**src/rtl/usb_fifo_byte_reader_if.sv**
```systemverilog
// Register-bus and FIFO-port bundle for usb_fifo_byte_reader.
// master = USB register interface / FIFO side, slave = the byte reader.
interface usb_fifo_byte_reader_if #(
  parameter int pBYTECNT_SIZE = 7
);
  logic [7:0]               reg_address;
  logic [pBYTECNT_SIZE-1:0] reg_bytecnt;
  logic                     reg_read;
  logic                     reg_write;
  logic [7:0]               reg_datao;
  logic [7:0]               reg_datai;
  logic                     fast_fifo_read;
  logic [31:0]              fifo_dout;
  logic                     fifo_empty;
  logic                     fifo_rd_en;
  logic                     fifo_underflow;

  modport master (
    output reg_address, reg_bytecnt, reg_read, reg_write, reg_datao,
    output fifo_dout, fifo_empty,
    input  reg_datai, fast_fifo_read, fifo_rd_en, fifo_underflow
  );

  modport slave (
    input  reg_address, reg_bytecnt, reg_read, reg_write, reg_datao,
    input  fifo_dout, fifo_empty,
    output reg_datai, fast_fifo_read, fifo_rd_en, fifo_underflow
  );
endinterface

```
**src/rtl/usb_fifo_byte_reader.sv**
```systemverilog
// Serves a 32-bit FWFT FIFO byte-wise on the USB register bus, with status/control register.
// Optional macro USB_FIFO_RD_STATS_EN adds a 16-bit popped-word counter in status bytes 1-2.
module usb_fifo_byte_reader #(
  parameter logic [7:0] pFIFO_ADDR   = 8'h03,
  parameter logic [7:0] pSTATUS_ADDR = 8'h04
) (
  input logic                   clk_usb,
  input logic                   reset,
  usb_fifo_byte_reader_if.slave bus
);
  typedef enum logic [1:0] {IDLE = 2'd0, ARMED = 2'd1, STREAM = 2'd2} state_t;

  state_t     state;
  logic [1:0] idx;
  logic       fifo_sel;
  logic       status_sel;
  logic       rd_end;
  logic       pop_hit;
  logic       status_wr;
  logic       clear_req;
  logic       reg_read_r;
  logic       mode;
  logic       underflow;
  logic       rd_en;
  logic       fast;
  logic [7:0] datai;
  logic [7:0] datai_next;
  logic [7:0] fifo_byte;
  logic [7:0] status_byte;
  logic [7:0] count_lo;
  logic [7:0] count_hi;
  logic       unused_bits;

  assign idx        = bus.reg_bytecnt[1:0];
  assign fifo_sel   = (bus.reg_address == pFIFO_ADDR);
  assign status_sel = (bus.reg_address == pSTATUS_ADDR);
  // Upstream bumps bytecnt on this same edge, so idx still names the byte just read.
  assign rd_end     = reg_read_r & ~bus.reg_read;
  assign pop_hit    = rd_end & fifo_sel & (idx == 2'd3);
  assign status_wr  = bus.reg_write & status_sel & (idx == 2'd0);
  assign clear_req  = status_wr & bus.reg_datao[0];

  assign unused_bits = ^{bus.reg_datao[7:2], bus.reg_bytecnt};

`ifdef USB_FIFO_RD_STATS_EN
  logic [15:0] word_count;

  always_ff @(posedge clk_usb or posedge reset) begin
    if (reset)
      word_count <= 16'h0000;
    else if (clear_req)
      word_count <= 16'h0000;
    else if (rd_en)
      word_count <= word_count + 16'd1;
  end

  assign count_lo = word_count[7:0];
  assign count_hi = word_count[15:8];
`else
  assign count_lo = 8'h00;
  assign count_hi = 8'h00;
`endif

  always_comb begin
    fifo_byte   = 8'h00;
    status_byte = 8'h00;
    case (idx)
      2'd0: begin
        fifo_byte   = bus.fifo_dout[7:0];
        status_byte = {5'b00000, mode, underflow, bus.fifo_empty};
      end
      2'd1: begin
        fifo_byte   = bus.fifo_dout[15:8];
        status_byte = count_lo;
      end
      2'd2: begin
        fifo_byte   = bus.fifo_dout[23:16];
        status_byte = count_hi;
      end
      default: begin
        fifo_byte   = bus.fifo_dout[31:24];
        status_byte = 8'h00;
      end
    endcase
  end

  always_comb begin
    datai_next = 8'h00;
    if (fifo_sel)
      datai_next = bus.fifo_empty ? 8'h00 : fifo_byte;
    else if (status_sel)
      datai_next = status_byte;
  end

  always_ff @(posedge clk_usb or posedge reset) begin
    if (reset) begin
      reg_read_r <= 1'b0;
      datai      <= 8'h00;
      rd_en      <= 1'b0;
      underflow  <= 1'b0;
      mode       <= 1'b0;
    end else begin
      reg_read_r <= bus.reg_read;
      datai      <= datai_next;
      rd_en      <= pop_hit & ~bus.fifo_empty;
      // A fresh underflow takes priority over a simultaneous clear.
      if (pop_hit & bus.fifo_empty)
        underflow <= 1'b1;
      else if (clear_req)
        underflow <= 1'b0;
      if (status_wr)
        mode <= bus.reg_datao[1];
    end
  end

  always_ff @(posedge clk_usb or posedge reset) begin
    if (reset) begin
      state <= IDLE;
      fast  <= 1'b0;
    end else begin
      case (state)
        IDLE: begin
          if (mode)
            state <= ARMED;
        end
        ARMED: begin
          if (!mode) begin
            state <= IDLE;
          end else if (fifo_sel && !bus.fifo_empty) begin
            state <= STREAM;
            fast  <= 1'b1;
          end
        end
        STREAM: begin
          // An empty FIFO does not end streaming; it only produces underflow.
          if (bus.reg_write || !mode || !fifo_sel) begin
            state <= IDLE;
            fast  <= 1'b0;
          end
        end
        default: begin
          state <= IDLE;
          fast  <= 1'b0;
        end
      endcase
    end
  end

  assign bus.reg_datai      = datai;
  assign bus.fast_fifo_read = fast;
  assign bus.fifo_rd_en     = rd_en;
  assign bus.fifo_underflow = underflow;
endmodule
```
**src/flat_wrapper.sv**
```systemverilog
// flat-port wrapper written by rule: the top's interface ports become plain ports
module usb_fifo_byte_reader_flat 
#(
  parameter logic [7:0] pFIFO_ADDR   = 8'h03,
  parameter logic [7:0] pSTATUS_ADDR = 8'h04
)
  (clk_usb, reset, bus_reg_address, bus_reg_bytecnt, bus_reg_read, bus_reg_write, bus_reg_datao, bus_fifo_dout, bus_fifo_empty, bus_reg_datai, bus_fast_fifo_read, bus_fifo_rd_en, bus_fifo_underflow);
  usb_fifo_byte_reader_if bus_i ();
  input logic clk_usb;
  input logic reset;
  input wire logic [$bits(bus_i.reg_address)-1:0] bus_reg_address;
  input wire logic [$bits(bus_i.reg_bytecnt)-1:0] bus_reg_bytecnt;
  input wire logic [$bits(bus_i.reg_read)-1:0] bus_reg_read;
  input wire logic [$bits(bus_i.reg_write)-1:0] bus_reg_write;
  input wire logic [$bits(bus_i.reg_datao)-1:0] bus_reg_datao;
  input wire logic [$bits(bus_i.fifo_dout)-1:0] bus_fifo_dout;
  input wire logic [$bits(bus_i.fifo_empty)-1:0] bus_fifo_empty;
  output wire logic [$bits(bus_i.reg_datai)-1:0] bus_reg_datai;
  output wire logic [$bits(bus_i.fast_fifo_read)-1:0] bus_fast_fifo_read;
  output wire logic [$bits(bus_i.fifo_rd_en)-1:0] bus_fifo_rd_en;
  output wire logic [$bits(bus_i.fifo_underflow)-1:0] bus_fifo_underflow;
  assign bus_i.reg_address = bus_reg_address;
  assign bus_i.reg_bytecnt = bus_reg_bytecnt;
  assign bus_i.reg_read = bus_reg_read;
  assign bus_i.reg_write = bus_reg_write;
  assign bus_i.reg_datao = bus_reg_datao;
  assign bus_i.fifo_dout = bus_fifo_dout;
  assign bus_i.fifo_empty = bus_fifo_empty;
  assign bus_reg_datai = bus_i.reg_datai;
  assign bus_fast_fifo_read = bus_i.fast_fifo_read;
  assign bus_fifo_rd_en = bus_i.fifo_rd_en;
  assign bus_fifo_underflow = bus_i.fifo_underflow;
  usb_fifo_byte_reader #(.pFIFO_ADDR(pFIFO_ADDR), .pSTATUS_ADDR(pSTATUS_ADDR)) u_core (.clk_usb(clk_usb), .reset(reset), .bus(bus_i));
endmodule
```
**config.mk**
```make
export PLATFORM = sky130hd
export DESIGN_NAME = usb_fifo_byte_reader_flat
export DESIGN_NICKNAME = d
export VERILOG_FILES = /design/src/rtl/usb_fifo_byte_reader_if.sv /design/src/rtl/usb_fifo_byte_reader.sv /design/src/flat_wrapper.sv
export SDC_FILE = /design/constraint.sdc
export NUM_CORES = 1
export LEC_CHECK = 0
export ABC_AREA = 1
export BUFFER_PORTS_ARGS = -buffer_cell sky130_fd_sc_hd__buf_2
export CAP_MARGIN = 30
export CORE_ASPECT_RATIO = 0.7
export CORE_UTILIZATION = 35
export CTS_BUF_LIST = sky130_fd_sc_hd__clkbuf_16
export DETAILED_ROUTE_END_ITERATION = 10
export PLACE_DENSITY_LB_ADDON = 0.05
export RECOVER_POWER = 50
export SLEW_MARGIN = 20
export SYNTH_ARGS = -nofsm -noshare
export SYNTH_HDL_FRONTEND = slang
export SYNTH_SLANG_ARGS = --single-unit
```
**constraint.sdc**
```tcl
create_clock -name clk_usb -period 1.22 [get_ports clk_usb]
set_clock_uncertainty 0.2 [all_clocks]
set_input_delay 0.183 -clock clk_usb [delete_from_list [all_inputs] [get_ports clk_usb]]
set_output_delay 0.183 -clock clk_usb [all_outputs]
set_load 0.01 [all_outputs]
```
# --- Word level (Yosys, flattened, before mapping) ---
# Index checks and enable logic that the tools add are counted.
classes:
  muxes: 16
  bitwise: 11
  n_reduce_logical: 11
  eq_ne: 12
ops:
  columns: ["op", "n"]
  rows:
  - ["one-hot mux 8 bit (3 select lines)", 1]
  - ["two-way mux 8 bit", 2]
  - ["bitwise AND 1 bit", 8]
  - ["equality test 8 x 2 -> 1 bit, second input constant", 1]
  - ["equality test 8 x 3 -> 1 bit, second input constant", 1]
  - ["two-way mux 2 bit", 4]
  - ["inequality test 2 x 1 -> 1 bit, second input constant", 4]
  - ["equality test 2 bit, second input constant", 3]
  - ["two-way mux 3 bit", 2]
  - ["one-hot mux 2 bit (3 select lines)", 1]
  - ["two-way mux 1 bit", 5]
  - ["equality test 2 x 1 -> 1 bit, second input constant", 2]
  - ["zero test 2 bit", 2]
  - ["AND reduction 4 bit", 1]
  - ["zero test 1 bit", 3]
  - ["inequality test 3 bit, second input constant", 1]
  - ["inverter 1 bit", 3]
  - ["one-hot mux 1 bit (3 select lines)", 1]
  - ["AND reduction 3 bit", 1]
  - ["logical OR 1 bit", 2]
  - ["nonzero test 2 bit", 1]
  - ["logical AND 1 bit", 1]
word_totals:
  in_bits: 60
  wordCells: 57
  regBits: 15
  output_inout_bits: 11

# --- Depth between registers and ports, before layout ---
# Gate-level depths: netlist (run 1).
logic_depth:
  ltp_word: 6
  mapped_depth: 8
  depth_no_buf: 8

# --- Least setup slack after synthesis (run 1) ---
# OpenSTA, ideal clock, no wires.
synth_path:
  kind: "input-to-reg"
  start: "in bus_reg_bytecnt[0]"
  end: "reg u_core.underflow, in the netlist u_core.bus.fifo_underflow"
  path_slack_ps: 42
  required_ps: 903
  n_path_buf: 1
  stages: 7
  t_arrival_ps: 861
  setup_ps: 117
  path_cell_list: "buf_6 > nor2_4 > nand4_4 > nor2_4 > nand3_2 > nand2_1 > nand2_1"
synth_between:
  elab_chain_cells: 4
  elab_cells_between_ends: 8
  classes_between: "1 x eq/ne; 1 x mux; 4 x bitwise; 2 x reduce/logical"
synth_lines:
  columns: ["element", "line_no", "rtl"]
  rows:
  - ["start, declared", "flat_wrapper.sv:12", "input wire logic [$bits(bus_i.reg_bytecnt)-1:0] bus_reg_bytecnt;"]
  - ["equality test 2 bit / zero test 2 bit (equally long branches)", "usb_fifo_byte_reader.sv:39, usb_fifo_byte_reader.sv:40", null]
  - ["bitwise AND 1 bit, on equally long branches", "usb_fifo_byte_reader.sv:39, usb_fifo_byte_reader.sv:40", null]
  - ["bitwise AND 1 bit, on equally long branches", "usb_fifo_byte_reader.sv:107, usb_fifo_byte_reader.sv:41", null]
  - ["two-way mux 1 bit / nonzero test 2 bit (equally long branches)", null, null]
  - ["end signal, assigned", "usb_fifo_byte_reader.sv:100", "underflow <= 1'b0;"]
  - ["end signal, assigned", "usb_fifo_byte_reader.sv:108", "underflow <= 1'b1;"]
  - ["end signal, assigned", "usb_fifo_byte_reader.sv:110", "underflow <= 1'b0;"]
  - ["end, declared", "usb_fifo_byte_reader.sv:23", "logic underflow;"]
# Several ways; a longest one is shown, not always the timed one.
# A chain may end at the register's enable or synchronous reset.

# --- Worst setup path in the final report (run 1) ---
layout_path:
  start: "reg u_core.state[0]"
  end: "reg u_core.fast, in the netlist u_core.bus.fast_fifo_read"
layout_between:
  elab_chain_cells: 3
  elab_cells_between_ends: 9
  classes_between: "5 x eq/ne; 1 x mux; 1 x bitwise; 2 x reduce/logical"
layout_lines:
  columns: ["element", "line_no", "rtl"]
  rows:
  - ["start, declared", "usb_fifo_byte_reader.sv:13", "state_t state;"]
  - ["start signal, assigned", "usb_fifo_byte_reader.sv:118", "state <= IDLE;"]
  - ["start signal, assigned", "usb_fifo_byte_reader.sv:124", "state <= ARMED;"]
  - ["start signal, assigned", "usb_fifo_byte_reader.sv:128", "state <= IDLE;"]
  - ["equality test 2 x 1 -> 1 bit, or another cell as far along", "usb_fifo_byte_reader.sv:121", "case (state)"]
  - ["inequality test 2 x 1 -> 1 bit (no source line) / inverter 1 bit (equally long branches)", null, null]
  - ["AND reduction 4 bit (no source line)", null, null]
  - ["end signal, assigned", "usb_fifo_byte_reader.sv:119", "fast <= 1'b0;"]
  - ["end signal, assigned", "usb_fifo_byte_reader.sv:131", "fast <= 1'b1;"]
  - ["end signal, assigned", "usb_fifo_byte_reader.sv:138", "fast <= 1'b0;"]
  - ["end, declared", "usb_fifo_byte_reader.sv:25", "logic fast;"]
# Several ways; a longest one is shown, not always the timed one.

==> results.yml, run 1 <==
finish:
  final_common_cell: "buf_2"
  drive_gt1_frac: 0.473
  stdcell_area_sq_um: 1540
  final_cell_mix: "buf_2 (57), nand2_1 (31), buf_4 (15), dfrtp_1 (15), inv_1 (14)"
  diodes: 0
  syn2layout_area_growth_pct: 62.8
  fin_util: 0.611
  finalNetCount: 264
timing:
  finalSetupViolations: 0
  rsz0062_at_grt: "true"
  max_freq_mhz: 822
  layout_setup_ws_ns: 0.00361
  fin_crit_sh: 0.997
  worst_pin_slew_ns: 0.374
  finalHoldViolCount: 0
  drv_slew: 0
  min_period_ns: 1.22
  maxSlewHeadroom: 0.751
grt:
  grt_start_max_net_pins: 16
  grt_overflow: 0
  grt_antenna_before_repair: 0
  grtUsageTotal: 0.195
  grt_pass1_wl_mm: 4.20
  grt_pass1_vias: 967
cts:
  clk_latency_ns: 0.24
  cts.sinks: 15
  clkTransAtPathRegs_ns: 0.05
  cts_tree: "done"
  root_buffer: "clkbuf_16"
  cts_buffer_depth: 2
  cts_htree_levels: 1
  numCtsBuffers: 3
placed_design:
  hpwl_mm: 2.06
  dp_slack_ns: -0.141
  gp_congestion: 0.873
  placed_area_sq_um: 1370
  port_buffers: 59
logic_synthesis:
  synth_seq_area_share: 0.397
  synth_cells: 119
  synth_fp_nets: 179
  syn_area_per_cell_sq_um: 7.94
  syn_area_sq_um: 945
  ys_ff_latch: 15
  synth_area_leader_cell: "dfrtp_1"
  yosys-top-cells-area: "dfrtp_1 (40%), nand2_1 (13%), nand3_1 (5.8%), inv_1 (5.6%), o21ai_0 (5.3%)"
  synth_warnings: 0
  synthDistinctLibCells: 26
  synth_top_cell_area_share: 0.397
floorplan:
  die_area_sq_um: 2910
  core_area_sq_um: 2510
  dieWidth_um: 64.1
  dieHeight_um: 45.5
  initial_utilization: 0.376
  ios: 71
  num_rows: 15
drt:
  drc: 0
  drt_first_pass_iters: 4
  vias: 1080
  viasPerCell: 4.56
  wl_per_cell_um: 10.8
  antenna_left: 0
  routed_wirelength_mm: 2.55
  drt_iter0_drc: 42
power:
  powerDensity_nw_per_um2: 1050
  combinationalPowerShare: 0.265
  p_switching_uw: 434
  p_leak_nw: 0.879
  ir_drop_uv: 586
  switching_share: 0.270
  p_int_mw: 1.18
  p_clk_frac: 0.391
  pwr-share-seq: 0.344
critical_path:
  cpMostUsedCell: "nand2_1"
  slowest_stage: "dfrtp_1"
  critical_path.endpoint_type: "flip-flop"
  cp.arrival_ns: 1.15
  critPathMaxStageDelay_ns: 0.37
  cp_max_fo: 3
  worstPathRequired_ns: 1.16
  crit_path_cell_trace: "inv_1 -> nand2_1 -> nor2_2 -> nand3_2 -> nand4_1 -> nand2_1"
  cp-start-kind: "flip-flop"
  crit_type: "reg -> reg"
worst_hold_path:
  holdCritPathClass: "in -> reg"
outcome:
  status: "finished clean"
flow_run:
  cap_violations: 0
==> sequential cells by signal (all words and copies together), names as in the netlist <==
| register | count |
|---|---|
| u_core.bus.fast_fifo_read | 1 |
| u_core.bus.fifo_rd_en | 1 |
| u_core.bus.fifo_underflow | 1 |
| u_core.bus.reg_datai | 8 |
| u_core.mode | 1 |
| u_core.reg_read_r | 1 |
| u_core.state | 2 |
==> layer usage <==
layer  vias to the layer above  wire length (um)  track usage  part of all wire
met1                       484              1220        0.256              0.48
li1                        558                 -            -                 -
met4                         0                29       0.0667             0.011
met5                         -                 0            0                 0
met2                        34              1110        0.306              0.43
met3                         4               199       0.0650             0.078
==> cells by family (layout without fill, tap and decap cells) <==
group | count (synthesis) | after routing | share of synthesized area
DFF | 15 | 15 | 0.397
buffers and inverters | 21 | 105 | 0.105
AOI/OAI and AO/OA | 22 | 22 | 0.156
and+or+nand+nor | 61 | 61 | 0.342
==> final timing paths <==
path                                             end  cells past startpoint                      start  slack [ns]
max in group asynchronous                u_core.mode                      4                      reset        0.21
hold / removal               u_core.bus.reg_datai[3]                      2          bus_fifo_dout[27]      0.0004
min in group asynchronous  u_core.bus.fifo_underflow                      4                      reset        0.33
setup / recovery           u_core.bus.fast_fifo_read                      6            u_core.state[0]       0.004
setup reg to reg           u_core.bus.fast_fifo_read                      6            u_core.state[0]       0.004
hold reg to reg            u_core.bus.fast_fifo_read                      2  u_core.bus.fast_fifo_read        0.28
==> what timing repair did <==
item	in CTS	in global routing
setup buffers	0	0
hold buffers	9	0
endpoints found under the setup margin	1	2
pin swaps	2	3
hold endpoints to repair	24	0
resized for setup	2	2
==> through the flow <==
step	hold slack, ns	instances	TNS (ns)	total power [mW]
after floorplan	-0.116	119	0	0.776
final	0.000360	237	0	1.61
after global placement	-0.0110	224	-0.450	0.937
after CTS	0.000784	237	0	1.62
after detailed placement	-0.00968	224	-0.917	0.949
after global routing	0.0140	237	-0.0749	1.71
==> Yosys cell counts, drive strengths merged <==
library cell	n
nand2	33
inv	17
dfrtp	15
nand3	13
o21ai	11
nor2	9
buf	4
nand4	3
o211a	3
o211ai	3
a21oi	2
nor3	2
a21boi	1
a221oi	1
nor4	1
o22ai	1
==> area by class of cell <==
class                   count  area (sq um)
fillers                   234           977
clock inverters             1          5.00
flip-flops and latches     15           375
repair buffers             84           500
multi-input cells          83           475
well taps                  34          42.5
inverters                  17          63.8
clock buffers               3          75.1
==> power groups by stage <==
stage,Clock [mW],Combinational [mW],Sequential (mW)
6_report,0.630,0.427,0.553
5_1_grt,0.677,0.479,0.556
4_1_cts,0.651,0.416,0.553
3_5_place_dp,0,0.388,0.561
3_3_place_gp,0,0.377,0.560
2_1_floorplan,0,0.220,0.556
==> critical path: cells and delay by family (launching register included) <==
family,cells,cell delay (ns)
and+or+nand+nor,5,0.45
DFF,1,0.37
buffers and inverters,1,0.07
Power figures use the tool's default switching activity.
==> run 2, diff against run 1 <==
--- a/config.mk
+++ b/config.mk
@@ -12,6 +12,7 @@
 export CORE_UTILIZATION = 35
 export CTS_BUF_LIST = sky130_fd_sc_hd__clkbuf_16
 export DETAILED_ROUTE_END_ITERATION = 10
+export HOLD_SLACK_MARGIN = 0.02
 export PLACE_DENSITY_LB_ADDON = 0.05
 export RECOVER_POWER = 50
 export SLEW_MARGIN = 20
==> results.yml, run 2 (synthesis results as in run 1) <==
finish:
  stdcell_area_sq_um: 1590
  syn2layout_area_growth_pct: 68.6
  largest_reg_flops: 8
  layoutNonFillerInstCount: 242
  diodes: 0
  finalNetCount: 269
  final_common_cell: "buf_2"
  fillers: 228
  drive_gt1_frac: 0.462
  final_cell_mix: "buf_2 (57), nand2_1 (31), buf_4 (15), dfrtp_1 (15)"
cts:
  clkTransAtPathRegs_ns: 0.05
  root_buffer: "clkbuf_16"
  numCtsBuffers: 3
  cts_htree_levels: 1
  cts.sinks: 15
  cts_buffer_depth: 2
  cts_tree: "done"
  clk_latency_ns: 0.24
power:
  power_mw: 1.63
  p_leak_nw: 0.900
  powerDensity_nw_per_um2: 1020
  ir_drop_uv: 591
critical_path:
  r2r_cells: 6
  r2r-start: "u_core.state[0]"
  r2r_setup_slack_ns: 0.005
  cp.arrival_ns: 1.15
  crit_type: "reg -> reg"
  r2r_end: "u_core.bus.fast_fifo_read"
  cp_max_fo: 3
  cp-start-kind: "flip-flop"
  critical_path.endpoint_type: "flip-flop"
  worstPathRequired_ns: 1.16
timing:
  max_freq_mhz: 823
  maxSlewHeadroom: 0.751
  finalSetupViolations: 0
  rsz0062_at_grt: "true"
  min_period_ns: 1.22
  fin_crit_sh: 0.996
  worst_pin_slew_ns: 0.373
  drv_slew: 0
  finalHoldViolCount: 0
  fin_setup_tns_ns: 0
worst_hold_path:
  holdCritPathClass: "in -> reg"
  whs_path_depth: 3
  min_delay_worst_endpoint: "u_core.bus.reg_datai[6]"
  hold_start: "bus_fifo_dout[6]"
drt:
  wl_per_cell_um: 10.9
  drt_first_pass_iters: 4
  routed_wirelength_mm: 2.64
  drc: 0
  antenna_left: 0
  vias: 1105
  viasPerCell: 4.57
  drt_iter0_drc: 30
placed_design:
  placed_area_sq_um: 1370
  gp_congestion: 0.873
  port_buffers: 59
  placedCellCount: 224
  hpwl_mm: 2.06
floorplan:
  dieHeight_um: 45.5
  die_area_sq_um: 2910
  dieWidth_um: 64.1
  num_rows: 15
  initial_utilization: 0.376
  core_area_sq_um: 2510
  ios: 71
grt:
  grt_antenna_before_repair: 0
  grt_pass1_vias: 1005
  grt_overflow: 0
  grtUsageTotal: 0.204
  grt_start_max_net_pins: 16
  grt_pass1_wl_mm: 4.41
flow_run:
  cap_violations: 0
outcome:
  status: "finished clean"
run 2: cell count changes in the layout (fill, tap and decap cells not counted):
cell	delta
dlygate4sd3_1	+5
nor2_4	+1
nor2_2	-1
run 2: what timing repair did:
action                     4_1_cts  5_1_grt
resized for setup                2        2
pin swaps                        2        3
hold buffers                    14        0
hold endpoints to repair        27        0
setup endpoints to repair        1        2
buffers inserted                 0        0
run 2: metrics by stage:
step | hold slack [ns] | worst slack [ns] | util
final | 0.00632 | 0.00462 | 0.633
after global routing | 0.0297 | -0.0634 | 0.633
after CTS | 0.00273 | 0.0122 | 0.633
after detailed placement | -0.00968 | -0.141 | 0.544
after global placement | -0.0110 | -0.0937 | 0.544
after floorplan | -0.116 | 0.0416 | -
run 2: layer usage:
layer  track usage  wire (um)
met1         0.270       1260
met5             0          0
met4        0.0667         26
met3        0.0675        225
met2         0.319       1130
run 2: worst max-delay path by stage:
| stage | start | to | slack [ns] | depth (start not counted) |
|---|---|---|---|---|
| finish | u_core.state[0] | u_core.bus.fast_fifo_read | 0.005 | 6 |
| global route | u_core.state[0] | u_core.bus.fast_fifo_read | -0.06 | 7 |
| CTS | u_core.state[0] | u_core.bus.fast_fifo_read | 0.01 | 6 |
| detailed placement | bus_reg_address[5] | u_core.bus.reg_datai[5] | -0.14 | 8 |
| global placement | bus_reg_address[4] | u_core.bus.reg_datai[5] | -0.09 | 8 |
| floorplan | bus_reg_bytecnt[0] | u_core.bus.fifo_underflow | 0.04 | 7 |
run 2: worst max-delay path: stages (launching register included):
cell	delay [ns]
dfrtp_1	0.37
inv_1	0.08
nand2_1	0.07
nor2_2	0.10
nand3_2	0.12
nand4_1	0.11
nand2_1	0.05
run 2: cell type report:
cell class / count / area, sq um / share of cell area
Timing Repair Buffer: 89 / 551 / 0.346
Inverter: 17 / 63.8 / 0.0401
Multi-Input combinational cell: 83 / 480 / 0.302
Tap cell: 34 / 42.5 / 0.0267
Clock inverter: 1 / 5.00 / 0.00314
Sequential cell: 15 / 375 / 0.236
Clock buffer: 3 / 75.1 / 0.0471
run 2: where the power goes:
part	internal, mW	switching (mW)	total [mW]	leakage, nW
registers	0.533	0.0202	0.553	0.198
logic	0.217	0.223	0.440	0.661
clock network	0.437	0.196	0.633	0.0409
==> run 3, diff against run 2 <==
--- a/config.mk
+++ b/config.mk
@@ -6,7 +6,7 @@
 export NUM_CORES = 1
 export LEC_CHECK = 0
 export ABC_AREA = 1
-export BUFFER_PORTS_ARGS = -buffer_cell sky130_fd_sc_hd__buf_2
+export BUFFER_PORTS_ARGS = -buffer_cell sky130_fd_sc_hd__buf_4
 export CAP_MARGIN = 30
 export CORE_ASPECT_RATIO = 0.7
 export CORE_UTILIZATION = 35
==> results.yml, run 3 (synthesis results as in run 1) <==
outcome:
  status: "finished clean"
power:
  pwr-share-seq: 0.330
  power_mw: 1.68
  combinationalPowerShare: 0.293
  ir_drop_uv: 659
  p_clk_frac: 0.376
  p_leak_nw: 0.913
  powerDensity_nw_per_um2: 986
  switching_share: 0.269
  p_int_mw: 1.23
  p_switching_uw: 453
drt:
  wl_per_cell_um: 11.9
  drt_iter0_drc: 37
  drc: 0
  antenna_left: 0
  routed_wirelength_mm: 2.81
  drt_first_pass_iters: 4
  vias: 1100
  viasPerCell: 4.64
floorplan:
  ios: 71
  dieHeight_um: 45.5
  num_rows: 15
  core_area_sq_um: 2510
  initial_utilization: 0.376
  dieWidth_um: 64.1
  die_area_sq_um: 2910
critical_path:
  r2r-start: "u_core.state[0]"
  cp_top_family: "buffers and inverters"
  crit_type: "in -> reg"
  r2r_end: "u_core.bus.fast_fifo_read"
  critical_path.endpoint_type: "flip-flop"
  critPathMaxStageDelay_ns: 0.54
  worstPathRequired_ns: 1.14
  cp.arrival_ns: 1.12
  slowest_stage: "dlygate4sd3_1"
  r2r_setup_slack_ns: 0.04
  cp_max_fo: 1
  crit_path_cell_trace: "dlygate4sd3_1 -> buf_4 -> o211ai_1 -> nand2_1"
  r2r_cells: 6
  critPathBufInv: 2
  cp-start-kind: "primary input"
placed_design:
  hpwl_mm: 2.11
  placedCellCount: 220
  port_buffers: 59
  gp_congestion: 0.891
finish:
  syn2layout_area_growth_pct: 80.7
  drive_gt1_frac: 0.478
  final_cell_mix: "buf_4 (67), nand2_1 (30), dfrtp_1 (15)"
  finalNetCount: 264
  final_common_cell: "buf_4"
  layoutNonFillerInstCount: 237
  diodes: 0
  largest_reg_flops: 8
timing:
  max_freq_mhz: 839
  rsz0062_at_grt: "true"
  min_period_ns: 1.19
  drv_slew: 0
  worst_pin_slew_ns: 0.378
  maxSlewHeadroom: 0.748
  finalHoldViolCount: 0
  finalSetupViolations: 0
  fin_crit_sh: 0.977
grt:
  grtUsageTotal: 0.205
  grt_overflow: 0
  grt_start_max_net_pins: 16
  grt_pass1_wl_mm: 4.44
  grt_pass1_vias: 1030
  grt_antenna_before_repair: 0
cts:
  clk_latency_ns: 0.24
  numCtsBuffers: 3
  cts_tree: "done"
  cts_htree_levels: 1
  clkTransAtPathRegs_ns: 0.05
  post_cts_buffers: 0
  root_buffer: "clkbuf_16"
  cts_buffer_depth: 2
  cts.sinks: 15
flow_run:
  cap_violations: 0
worst_hold_path:
  whs_path_depth: 3
  hold_start: "bus_fifo_dout[14]"
  holdCritPathClass: "in -> reg"
  min_delay_worst_endpoint: "u_core.bus.reg_datai[6]"
==> run 3: cell types whose count changed in the layout (fill, tap and decap cells not counted), moves of 2 or more <==
cell and delta:
buf_4 +52, buf_2 -57, inv_1 -2, inv_2 +2
==> run 3: worst max-delay path by stage <==
stage	startpoint	end	slack, ns	depth (start not counted)
floorplan	bus_reg_bytecnt[0]	u_core.bus.fifo_underflow	0.04	7
global placement	bus_reg_address[4]	u_core.bus.reg_datai[5]	-0.13	8
detailed placement	bus_reg_address[4]	u_core.bus.reg_datai[5]	-0.13	8
CTS	u_core.state[0]	u_core.bus.fast_fifo_read	0.0001	6
global route	u_core.state[0]	u_core.bus.fast_fifo_read	-0.05	6
finish	bus_fifo_dout[24]	u_core.bus.reg_datai[0]	0.03	4
==> run 3: repair_timing <==
action | in CTS | in global routing
hold buffers | 13 | 0
resized for setup | 1 | 8
pin swaps | 0 | 5
endpoints found under the setup margin | 1 | 4
hold endpoints to repair | 27 | 0
==> run 3: area by class of cell <==
class	count	area [sq um]
tap	34	42.5
inverter	17	63.8
multi-input combinational	83	492
sequential	15	375
timing repair buffer	84	653
clock buffer	3	75.1
clock inverter	1	5.00
fill	211	808
==> run 3: power groups by stage <==
| stage | Combinational (mW) | Sequential [mW] | Clock, mW |
|---|---|---|---|
| global placement | 0.410 | 0.559 | 0 |
| global route | 0.547 | 0.559 | 0.676 |
| floorplan | 0.220 | 0.556 | 0 |
| CTS | 0.455 | 0.552 | 0.651 |
| detailed placement | 0.419 | 0.560 | 0 |
| finish | 0.493 | 0.556 | 0.633 |
==> run 3: metrics by stage <==
stage / utilization / hold slack (ns) / area, sq um / setup slack [ns] / TNS (ns)
6_report: 0.679 / 0.00863 / 1710 / 0.0279 / 0
4_1_cts: 0.676 / 0.00597 / 1700 / 0.000120 / 0
5_1_grt: 0.679 / 0.0451 / 1710 / -0.0484 / -0.0484
2_1_floorplan: - / -0.116 / 945 / 0.0416 / 0
3_5_place_dp: 0.591 / 0.00615 / 1490 / -0.134 / -0.974
3_3_place_gp: 0.591 / 0.000559 / 1490 / -0.129 / -0.818
==> run 3: tightest hold or removal path, stage by stage <==
cell	delay (ns)
buf_4	0.08
a221oi_1	0.06
nor2_1	0.09
==> run 3: routing by layer <==
metal | global-route usage | part of all wire | up-vias
met2 | 0.360 | 0.46 | 35
met1 | 0.266 | 0.48 | 503
met4 | 0.0533 | 0.0050 | 0
li1 | - | - | 560
met3 | 0.0400 | 0.051 | 2
met5 | 0 | 0 | -
